--- src/rtl/hsv_core_alu_issue_arb.sv ---
// Round-robin issue arbiter feeding the shared two-stage ALU pipeline,
// with credit-based flow control toward the commit skid buffer and a flush sequencer.
// Ports: clk_core/rst_core_n; req_valid/req_ready/req_data per requester;
//   alu_valid/alu_ready/alu_data/alu_src to the ALU; retire from commit;
//   flush_req/flush_ack core flush handshake; alu_flush_req to ALU; credits (debug).
module hsv_core_alu_issue_arb #(
   parameter  int NUM_REQ      = 2,
   parameter  int WIDTH        = 64,
   parameter  int CREDITS      = 4,
   parameter  int FLUSH_CYCLES = 3,
   localparam int SW = (NUM_REQ > 1) ? $clog2(NUM_REQ) : 1,
   localparam int CW = $clog2(CREDITS + 1),
   localparam int FW = $clog2(FLUSH_CYCLES + 1)
) (
   input  logic                     clk_core,
   input  logic                     rst_core_n,
   input  logic [NUM_REQ-1:0]       req_valid,
   output logic [NUM_REQ-1:0]       req_ready,
   input  logic [NUM_REQ*WIDTH-1:0] req_data,
   output logic                     alu_valid,
   input  logic                     alu_ready,
   output logic [WIDTH-1:0]         alu_data,
   output logic [SW-1:0]            alu_src,
   input  logic                     retire,
   input  logic                     flush_req,
   output logic                     flush_ack,
   output logic                     alu_flush_req,
   output logic [CW-1:0]            credits
);

   typedef enum logic [1:0] {RUN, FLUSH, ACK, HOLD} state_t;

   state_t            state;
   state_t            state_next;
   logic [SW-1:0]     rr_ptr;
   logic [FW-1:0]     flush_cnt;
   logic              found;
   logic [SW-1:0]     grant;
   logic [SW-1:0]     ptr_next;
   logic [NUM_REQ-1:0] grant_oh;
   logic [WIDTH-1:0]  grant_data;
   logic              accept;
   logic              ret_ok;

   // Scan offsets 0..NUM_REQ-1 from rr_ptr; the first valid requester wins.
   always_comb begin
      found      = 1'b0;
      grant      = '0;
      ptr_next   = rr_ptr;
      grant_oh   = '0;
      grant_data = '0;
      for (int i = 0; i < NUM_REQ; i++) begin
         for (int j = 0; j < NUM_REQ; j++) begin
            if (!found && req_valid[j] &&
                j == ((int'(rr_ptr) + i) % NUM_REQ)) begin
               found       = 1'b1;
               grant       = SW'(j);
               ptr_next    = SW'((j + 1) % NUM_REQ);
               grant_oh[j] = 1'b1;
               grant_data  = req_data[j*WIDTH +: WIDTH];
            end
         end
      end
   end

   assign accept = (state == RUN) && !flush_req && (credits != '0) &&
                   (!alu_valid || alu_ready) && found;

   assign req_ready = accept ? grant_oh : '0;

   // A retire with every credit already free cannot be real; drop it.
   assign ret_ok = retire && (credits != CW'(CREDITS));

   always_comb begin
      state_next    = state;
      alu_flush_req = 1'b0;
      flush_ack     = 1'b0;
      unique case (state)
         RUN:   if (flush_req) state_next = FLUSH;
         FLUSH: begin
            alu_flush_req = 1'b1;
            if (flush_cnt == FW'(FLUSH_CYCLES - 1)) state_next = ACK;
         end
         ACK: begin
            flush_ack  = 1'b1;
            state_next = flush_req ? HOLD : RUN;
         end
         HOLD:  if (!flush_req) state_next = RUN;
         default: state_next = RUN;
      endcase
   end

   always_ff @(posedge clk_core or negedge rst_core_n) begin
      if (!rst_core_n) begin
         state     <= RUN;
         flush_cnt <= '0;
      end else begin
         state <= state_next;
         if (state == FLUSH && state_next == FLUSH)
            flush_cnt <= flush_cnt + FW'(1);
         else
            flush_cnt <= '0;
      end
   end

   always_ff @(posedge clk_core or negedge rst_core_n) begin
      if (!rst_core_n) begin
         alu_valid <= 1'b0;
         alu_data  <= '0;
         alu_src   <= '0;
         rr_ptr    <= '0;
      end else if (accept) begin
         alu_valid <= 1'b1;
         alu_data  <= grant_data;
         alu_src   <= grant;
         rr_ptr    <= ptr_next;
      end else if (state == RUN && flush_req) begin
         alu_valid <= 1'b0;
      end else if (alu_valid && alu_ready) begin
         alu_valid <= 1'b0;
      end
   end

   // The flushed pipeline holds nothing, so ACK restores the full pool.
   always_ff @(posedge clk_core or negedge rst_core_n) begin
      if (!rst_core_n) begin
         credits <= CW'(CREDITS);
      end else begin
         unique case (state)
            ACK:     credits <= CW'(CREDITS);
            FLUSH:   credits <= credits;
            default: credits <= credits - CW'(accept) + CW'(ret_ok);
         endcase
      end
   end

   a_retire_legal: assert property (
      @(posedge clk_core) disable iff (!rst_core_n)
      !(retire && credits == CW'(CREDITS) &&
        (state == RUN || state == HOLD)));

endmodule

--- config.mk ---
export PLATFORM = sky130hd
export DESIGN_NAME = hsv_core_alu_issue_arb
export DESIGN_NICKNAME = d
export VERILOG_FILES = /design/src/rtl/hsv_core_alu_issue_arb.sv
export SDC_FILE = /design/constraint.sdc
export NUM_CORES = 1
export LEC_CHECK = 0
export ABC_CLOCK_PERIOD_IN_PS = 7400
export CAP_MARGIN = 15
export CORE_UTILIZATION = 42
export CTS_CLUSTER_DIAMETER = 50
export CTS_CLUSTER_SIZE = 8
export DETAILED_ROUTE_END_ITERATION = 10
export PLACE_DENSITY = 0.92
export SYNTH_ARGS = -nofsm -noshare
export SYNTH_HDL_FRONTEND = slang
export SYNTH_SLANG_ARGS = --single-unit
--- constraint.sdc ---
create_clock -name clk_core -period 7.4 [get_ports clk_core]
set_input_delay 0.74 -clock clk_core [delete_from_list [all_inputs] [get_ports clk_core]]
set_output_delay 0.74 -clock clk_core [all_outputs]
set_load 0.005 [all_outputs]
# --- After elaboration in Yosys (flattened, before gate mapping) ---
# Cells that the tools add are included.
classes:
  addsub: 4
  n_eq_ne: 7
  n_mux: 30
  bitwise: 1
  reduce_logical: 28
ops:
  columns: ["cell", "n"]
  rows:
  - ["$mux 64", 4]
  - ["$logic_not 32->1", 2]
  - ["$mux 1", 18]
  - ["$logic_and 1x1->1", 15]
  - ["$mux 2", 6]
  - ["$pmux 2 s4", 1]
  - ["$eq 2x2->1 const B", 3]
  - ["$pmux 3 s2", 1]
  - ["$reduce_bool 3->1", 2]
  - ["$logic_not 1->1", 5]
  - ["$eq 2x1->1 const B", 2]
  - ["$reduce_bool 4->1", 1]
  - ["$add 3x1->3", 1]
  - ["$ne 3x3->1 const B", 1]
  - ["$sub 3x1->3", 1]
  - ["$add 2x1->2 const B", 1]
  - ["$eq 2x2->1 const A", 1]
  - ["$logic_not 2->1", 1]
  - ["$reduce_and 2->1", 1]
  - ["$add 1x1->1 const B", 1]
  - ["$and 1x1->1 const A", 1]
  - ["$logic_or 1x1->1", 1]
word_totals:
  ff_bits: 74
  in_bits: 135
  output_inout_bits: 73
  word_cells: 77

# --- Logic depth before layout (Yosys ltp) ---
# Gate-level depths: netlist (run 1).
depth:
  depth_word: 19
  ltp_mapped: 15
  ltp_nobuf: 13

# --- Worst setup path before layout (run 1) ---
# No wires, ideal clock.
synth_timing:
  path_kind: "input port to flip-flop"
  startpoint: "input port alu_ready"
  endpoint: "register credits[2]"
  setup_ps: 101
  t_arrival_ps: 2777
  t_required_ps: 7299
  setup_slack_ps: 4522
  path_stages: 15
  n_path_buf: 2
  cell_sequence: "nand2b_1 nor2b_1 o211ai_2 buf_6 buf_6 inv_1 ha_1 inv_1 ha_1 inv_1 fa_1 xnor2_1 o21ai_0 nand2b_1 o311ai_0"
synth_via:
  elab_chain_len: 6
synth_lines:
  columns: ["item", "line", "text"]
  rows:
  - ["start, declared", "21", "input logic alu_ready,"]
  - ["$logic_or 1x1->1", "67", "(!alu_valid || alu_ready) && found;"]
  - ["$logic_and 1x1->1", "66", "assign accept = (state == RUN) && !flush_req && (credits != '0) &&"]
  - ["$logic_and 1x1->1", "67", null]
  - ["net accept", "42", "logic accept;"]
  - ["$sub 3x1->3", "132", "default: credits <= credits - CW'(accept) + CW'(ret_ok);"]
  - ["$add 3x1->3", "132", null]
  - ["$pmux 3 s2", "129", "unique case (state)"]
  - ["end signal, assigned", "130", "ACK: credits <= CW'(CREDITS);"]
  - ["end signal, assigned", "131", "FLUSH: credits <= credits;"]
  - ["end signal, assigned", "132", null]
  - ["end, declared", "28", "output logic [CW-1:0] credits"]
# The timed path passes the listed nets, and every way through them passes these cells.
# A chain may end at the register's enable or synchronous reset.

# --- Worst setup path in the final report (run 1) ---
layout_timing:
  startpoint: "input port alu_ready"
  endpoint: "output port req_ready[1]"
layout_via:
  elab_chain_len: 4
layout_lines:
  columns: ["item", "line", "text"]
  rows:
  - ["$logic_or 1x1->1", "67", null]
  - ["$logic_and 1x1->1", "66", null]
  - ["$logic_and 1x1->1", "67", null]
  - ["$mux 2", "69", "assign req_ready = accept ? grant_oh : '0;"]
  - ["end, declared", "18", "output logic [NUM_REQ-1:0] req_ready,"]
# No other way between the ends.

==> flow_results.org, run 1 <==
** Routing
- The first routing iteration left 54 violations.
- Dividing the detail-routed wire length by the instance count gives 17.4 um.
- Number of DRC violations after detailed routing :: 0
- Antenna-violating nets left :: 0
- The first detailed-routing pass took 4 iterations.
- Summed over all layers, the routed wires come to about 10000 um.
- In the routed layout, each cell is associated on average with a via count of 5.26.
- Via Count :: 3071

** Placed design
- RePlAce Congestion :: 0.738
- Half-perimeter wire length of the detailed placement result :: approximately 7300 um
- After detailed placement, the total cell area comes to ~0.006 sq mm.
- Buffers placed on the I/O ports in this run total around 210.

** Clock tree
- Clock-pin slew was measured on the worst setup and hold paths at 80 ps.
- The longest clock path from root to sink contains 2 buffers.
- In this run, post-CTS hold repair placed 0 buffers.
- Post-CTS repair changed the size of 0 cells.
- CTS saw 74 sinks.
- Post-CTS timing repair inserted 0 buffers for setup.
- The tree is rooted in a clkbuf_8.
- Latest clock arrival within the worst-skew pair :: roughly 340 ps
- Total clock buffers created by CTS :: 9
- The clock tree synthesis step divided the H-tree into 3 levels.
- TritonCTS built the clock tree.

** Finish
- In the final layout, the multi-input gates occupy 0.00177 sq mm.
- Area taken by flip-flops and latches :: between 0.0015 and 0.002 sq mm
- Cells with a size suffix above 1 make up 18.9% of the layout.
- Summing all non-filler instances in the final layout gives an area of just over 0.006 sq mm.
- Most common library cell in the layout ignoring fill and taps :: clkdlybuf4s50_1
- Number of inserted diodes :: 0
- The net count of the finished layout is just over 600.
- Area Growth Syn to Fin :: 60.4%
- In the layout the commonest cells are clkdlybuf4s50_1, dfrtp_1, a22o_1.
- Share of the core filled with cells :: a little over two thirds
- Filler cell count in the final layout :: about 610

** Die
- Row generation in the floorplan step produced 34 rows.
- For this configuration, the core starts out at a cell density of a little over two fifths.
- Core footprint :: roughly 0.0088 sq mm
- Num ports :: 208
- From bottom edge to top edge, the die measures between 90 and 100 um.
- The die covers between 0.009 and 0.01 sq mm.
- The die is 97.3 um wide.

** Yosys
- Register bit count reported by yosys :: 74
- Post-Synthesis Cell Area :: around 0.0038 sq mm
- A synthesized cell averages approximately 14 sq um.
- The number of nets handed over by synthesis was between 400 and 500.
- Count of synthesis-stage warnings from yosys :: 0
- Cells after Synth :: 272
- Synth cell types :: 31
- The largest total area in the synthesized netlist belongs to dfrtp_1.
- In the post-synthesis netlist, the biggest area contributors are dfrtp_1, mux2_4, a22o_1, mux2_2, buf_6.
- Summed over its instances, the top area cell type makes up 47.9% of the synthesized netlist area.
- Summing the sequential cell areas from Yosys gives 48.6% of the chip area.

** Worst setup path
- CP endpoint kind :: output port
- CP Buf/Inv Count :: 2
- The slowest stage of the critical path is the clkdlybuf4s50_1 cell.
- Worst setup startpoint :: alu_ready
- In this run the worst path has a maximum fanout of 4.
- FF-to-FF setup slack :: approximately 5000 ps
- Crit-path max cell delay :: 510 ps
- The signal on the critical path passes through clkdlybuf4s50_1 -> nand2b_1 -> nor2b_1 -> nand2_1 -> nor2_1 -> clkdlybuf4s50_1.
- Kind of cell adding the most delay to the critical path :: buffers and inverters
- Critical path type :: input pin to output port
- Startpoint type of the worst setup path :: input pin
- STA puts the critical path data required time at 6660 ps.
- Counting buffers and inverters, the worst setup path is 6 cells deep.
- CP most frequent cell :: clkdlybuf4s50_1
- The worst register-to-register path has a depth of 12.
- Worst reg2reg startpoint :: credits[1]
- For the worst setup path, the data arrival time is ~2400 ps.
- In this run the critical register-to-register path is captured at credits[2].

** Pwr
- Maximum ir drop on the vdd rail :: 0.241 mV
- For this design the ratio of total power to cell area is ~340 mW/mm^2.
- Net switching fraction of the power :: between 20% and 30%
- The internal power of the cells totals roughly 0.0015 W.
- Share of total power in sequential cells :: between 30% and 40%
- The clock network accounts for roughly 17% of the total power.
- The analysis attributes to net switching a power of roughly 0.0006 W.
- Summed over all cells, the static leakage comes to 2.80 nW.
- Of the total power, combinational logic draws 48.5%.

** Hold path
- The worst hold path begins at flush_cnt[0].
- Instance count along the most critical hold path :: 1
- Endpoint of the worst hold path :: flush_cnt[0]
- Worst hold path type :: flop to flop

** Global routing
- Wire length of the first global-routing pass :: 16400 um
- Largest net degree at the start of global routing :: 75
- Vias in the first global route :: 3354
- For this run, the total global-route usage over all layers was measured as ~22%.
- The initial antenna violation count is 0.
- Global routing finished with a remaining overflow of 0.

** Job
- Across the run, the number of max-cap violations was 0.

** Timing
- In this run the tightest slew margin relative to its limit is 26.6%.
- Maximum achievable frequency :: ~0.32 GHz
- Minimum clock period after layout :: about 3200 ps
- After routing, the total negative slack on setup checks comes to 0 ps.
- The number of max-slew violations in the final report came to 0.
- Total count of hold-check failures in the final report :: 0
- Post-route worst hold slack :: approximately 440 ps
- Final number of setup-violating endpoints :: 0
- Setup repair after global routing left no endpoint under its margin.
- Final period utilization :: roughly 43%
- For the pin with the worst max-slew slack, the measured transition is around 1100 ps.
- Worst Clk Skew :: 12.9 ps

** Status
- Result of the run :: finished, final reports clean
synthesized netlist by cell type:
cell	count
dfstp_2	1
buf_2	8
nor3_1	2
mux2_4	49
o2bb2ai_1	1
o211ai_2	1
o211ai_1	1
a22oi_1	1
nor2_1	4
o31a_2	1
buf_6	12
fa_1	1
o311ai_0	1
a22o_1	66
dfrtp_1	73
a2bb2oi_1	1
inv_1	7
o21ai_0	3
mux2_2	16
xnor2_1	1
ha_1	3
a21oi_1	1
nor2_2	1
o31ai_1	1
and3_1	1
nand2_1	7
and2_1	2
nand2b_1	3
clkbuf_1	1
nor2b_1	1
nand3_1	1
cell type report:
type	count	area share (%)
clock buffers	11	2.47
inverters	7	0.429
flip-flops and latches	74	30.3
clock inverters	4	1.23
well taps	108	2.21
multi-input cells	170	28.9
repair buffers	210	34.5
how the worst max path moves through the flow:
stage                         endpoint  slack (ps)
final                     req_ready[1]        4240
after global routing      req_ready[1]        4120
after CTS                 req_ready[1]        4240
after detailed placement    credits[2]        4130
after global placement      credits[2]        4230
after floorplan             credits[2]        4520
through the flow:
step                total power [W]  cells  setup WS (ps)
global route                0.00219    584           4120
global placement            0.00168    568           4230
floorplan                   0.00120    272           4520
CTS                         0.00208    583           4240
finish                      0.00207    584           4240
detailed placement          0.00172    568           4130
power groups by stage:
stage / sequential, W / clock (W) / combinational [W]
6_report: 0.000713 / 0.000353 / 0.00100
5_1_grt: 0.000737 / 0.000379 / 0.00107
4_1_cts: 0.000713 / 0.000360 / 0.00101
3_5_place_dp: 0.000718 / 0 / 0.00100
3_3_place_gp: 0.000703 / 0 / 0.000973
2_1_floorplan: 0.000716 / 0 / 0.000481
cells by family after synthesis:
logic type | count (synthesis) | synth area share, %
multiplexers | 65 | 24.0
AND/OR/NAND/NOR | 22 | 2.79
buffers and inverters | 28 | 5.38
AO/OA/AOI/OAI | 78 | 17.5
adder cells (fa/ha/maj) | 4 | 1.51
flip-flops | 74 | 48.6
XOR/XNOR | 1 | 0.230
layer usage:
metal  part of all wire (%)  GRT usage (%)  wire, um  up-vias
met5                      0              0         0        -
met4                    2.6           8.60       265        0
met3                    6.8           5.25       691       22
met2                     50           38.1      5080      150
met1                     41           24.9      4140     1475
li1                       -              -         -     1424
sequential cells by signal, summed over array words and instances, names as in the netlist:
signal and count:
alu_data 64, credits 3, flush_cnt 2, state 2
alu_src 1, alu_valid 1, rr_ptr 1
Note: power is estimated with default switching activity, not from simulation.
==> run 2, diff against run 1 <==
- ABC_CLOCK_PERIOD_IN_PS: 7400 -> 3050
- CORE_UTILIZATION: 42 -> 39
- PLACE_DENSITY: 0.92 -> 0.87
- clock period: 7.4 -> 3.05 ns (I/O delays scaled with it)
==> run 2 against run 1 <==
  * Sequential power up 140%
  * Setup slack worse by 3800 ps
  * Combinational power up 140%
  * Hold slack worse by 340 ps
  * Die area up 7.5%
  * Clock power up 140%
  * Clock skew down 2.2 ps
  * First-iteration DRC count up 22%
  * Largest cell class unchanged
==> flow_results.org, run 2 (same netlist as run 1, synthesis figures left out) <==
** Status
- Result of the run :: finished, final reports clean (unchanged)

** Placed design
- RePlAce Congestion :: 0.777 (was 0.738)
- The number of input and output port buffers inserted came to 207 (unchanged).
- Half-perimeter wire length of the detailed placement result :: 7740 um (was 7290 um)

** Die
- The die height is 101 um (was 97.3 um).
- The area of the core region is 0.00937 sq mm (was 0.00876 sq mm).
- The horizontal extent of the die is 101 um (was 97.3 um).
- Area of the die :: 0.0102 sq mm (was 0.00947 sq mm)
- Initial Util :: 40.7% (was 43.5%)
- The number of primary I/O pins is 208 (unchanged).
- The number of rows in the core area was 35 (was 34).

** Timing
- Minimum clock period after layout :: about 2600 ps
- The final setup violation count came to 0 (unchanged).
- Based on the critical path, the design can be clocked at up to 0.380 GHz.
- The final setup skew is 10.7 ps (was 12.9 ps).
- Setup total negative slack :: 0 ps (unchanged)
- Final period utilization :: 86.3%
- The worst slew slack as a fraction of its limit was 37.8% (was 26.6%).
- The number of max-slew violations in the final report was 0 (unchanged).
- The slew of the pin with the lowest slew margin is 933 ps (was 1100 ps).
- RSZ-0062 raised after global routing :: no (unchanged)
- The number of hold violations in the final report was 0 (unchanged).

** Finish
- The commonest non-fill, non-tap cell in the layout was clkdlybuf4s50_1 (unchanged).
- Number of inserted diodes :: 0 (unchanged)
- Area Growth Syn to Fin :: 61.0% (was 60.4%)
- Largest register FFs :: 64 (unchanged)
- Total Nets Final :: 613 (was 611)
- Most used cells in the layout excluding fill and tap cells :: clkdlybuf4s50_1, dfrtp_1, a22o_1 (unchanged)
- Largest registers :: alu_data: 64 flops, credits: 3 flops (unchanged)
- Register with the most flip-flops :: alu_data (unchanged)
- Share of cells above drive strength 1 :: 19.2% (was 18.9%)

** Worst setup path
- The capture instance of the worst register-to-register path was alu_data[0] (was credits[2]).
- The category of the most critical setup path is flop to flop (was input pin to output port).
- The worst reg2reg path startpoint is credits[1] (unchanged).
- The slowest cell on the critical path is buf_4 (was clkdlybuf4s50_1).
- The critical path data required time is 3270 ps (was 6660 ps).
- Critical path arrival :: 2850 ps (was 2420 ps)
- List of cells traversed by the critical path: o31a_2 -> o211ai_4 -> buf_4 -> buf_4 -> mux2_2 (was clkdlybuf4s50_1 -> nand2b_1 -> nor2b_1 -> nand2_1 -> nor2_1 -> clkdlybuf4s50_1).
- Crit-path max cell delay :: 610 ps (was 510 ps)
- Startpoint type of the worst setup path :: flop (was input pin)
- The top fanout value on the critical path came to 34 (was 4).
- CP most frequent cell :: buf_4 (was clkdlybuf4s50_1)
- The endpoint kind of the worst setup timing path was a flop (was output port).
- FF-to-FF setup slack :: 420 ps (was 4870 ps)
- Logic depth of the worst register-to-register path :: 5 (was 12)

** Routing
- Wirelength per Cell :: 17.1 um (was 17.4 um)
- Antenna-violating nets left :: 0 (unchanged)
- Via Count :: 3052 (was 3071)
- The post-detailed-route DRC marker count was 0 (unchanged).
- Wirelength, routed :: 10400 um (was 10200 um)
- The violation count after the first detailed-routing iteration was 66 (was 54).
- Pre-Repair DR Iteration Count :: 4 (unchanged)
- Number of vias per cell after detailed routing :: 5.02 (was 5.26)

** Clock tree
- Total clock buffers created by CTS :: 9 (unchanged)
- The number of hold-repair buffers added at the cts stage was 0 (unchanged).
- Post-CTS clock slew at the launch and capture registers of the worst setup and hold paths :: 80 ps (about the same)
- Number of buffers on the longest clock path :: 2 (unchanged)
- The TritonCTS clock tree was done (unchanged).
- The latest clock arrival within the worst-skew pair is 340 ps (about the same).
- Clock root buffer :: clkbuf_8 (unchanged)
- The clock sink count is 74 (unchanged).
- H-tree depth :: 3 (unchanged)
- Post-cts resize count :: 0 (unchanged)
- Buffer count from post-CTS setup fixing :: 0 (unchanged)

** Global routing
- Grt ovf :: 0 (unchanged)
- Initial antenna violation count :: 0 (unchanged)
- Vias in the first global route :: 3215 (was 3354)
- Total Routing Usage GR :: 20.3% (was 21.5%)
- Wire length of the first global-routing pass :: 15800 um (was 16400 um)
- Largest net degree at the start of global routing :: 75 (unchanged)

** Pwr
- The peak ir drop on the vdd network came to 0.570 mV (was 0.241 mV).
- Power density of the placed cells :: 814 mW/mm^2 (was 338 mW/mm^2)
- Post-route total power :: 0.00500 W (was 0.00207 W)
- Reported leakage power :: 2.81 nW (was 2.80 nW)

** Job
- Max_cap viols :: 0 (unchanged)

** Hold path
- Worst hold path type :: input pin to async pin (was flop to flop)
-- run 2: cell count changes in the layout (fill, tap and decap cells not counted), sizes merged --
cell	change
buf	+2
clkinv	+2
clkinvlp	-2
clkbuf	+1
-- run 2: cell type report --
class,count,area (sq um)
multi-input cells,170,1770
clock buffers,12,155
fillers,747,3230
repair buffers,212,2110
well taps,129,161
clock inverters,4,73.8
flip-flops and latches,74,1850
inverters,7,26.3
-- run 2: worst max-delay path by stage --
stage	from	to	slack, ps	cells past startpoint
after CTS	credits[1]	alu_data[0]	410	5
after global placement	alu_ready	credits[2]	310	14
after floorplan	credits[1]	credits[2]	370	14
after detailed placement	alu_ready	credits[2]	170	14
final	credits[1]	alu_data[0]	420	5
after global routing	alu_ready	credits[2]	240	14
-- run 2: layer usage --
| layer | GRT usage (%) | wire [um] | vias to the layer above |
|---|---|---|---|
| met1 | 23.0 | 4170 | 1472 |
| met2 | 36.2 | 5250 | 132 |
| met5 | 0 | 0 | - |
| met4 | 8.47 | 231 | 0 |
| li1 | - | - | 1428 |
| met3 | 5.06 | 752 | 20 |
-- run 2: critical path: cells and delay by family, from the launching register on --
family                 cells  cell delay (ps)
buffers and inverters      2             1080
AO/OA/AOI/OAI              2              510
flip-flops                 1              470
multiplexers               1              410
-- run 2: power by group --
part	switching [W]	internal (W)	leakage, nW
clock network	0.000351	0.000506	0.117
logic	0.000774	0.00165	1.77
registers	0.000290	0.00144	0.922
total	0.00141	0.00359	2.81
-- run 2: stage by stage --
| stage | hold slack [ps] | worst slack [ps] | util (%) | instance area, sq um | std cells |
|---|---|---|---|---|---|
| detailed placement | 428 | 166 | 63.1 | 5920 | 592 |
| CTS | 134 | 411 | 65.6 | 6150 | 608 |
| global placement | 422 | 308 | 63.1 | 5920 | 592 |
| global route | 171 | 241 | 65.6 | 6150 | 608 |
| floorplan | 9.41 | 369 | - | 3820 | 272 |
| finish | 95.5 | 418 | 65.6 | 6150 | 608 |
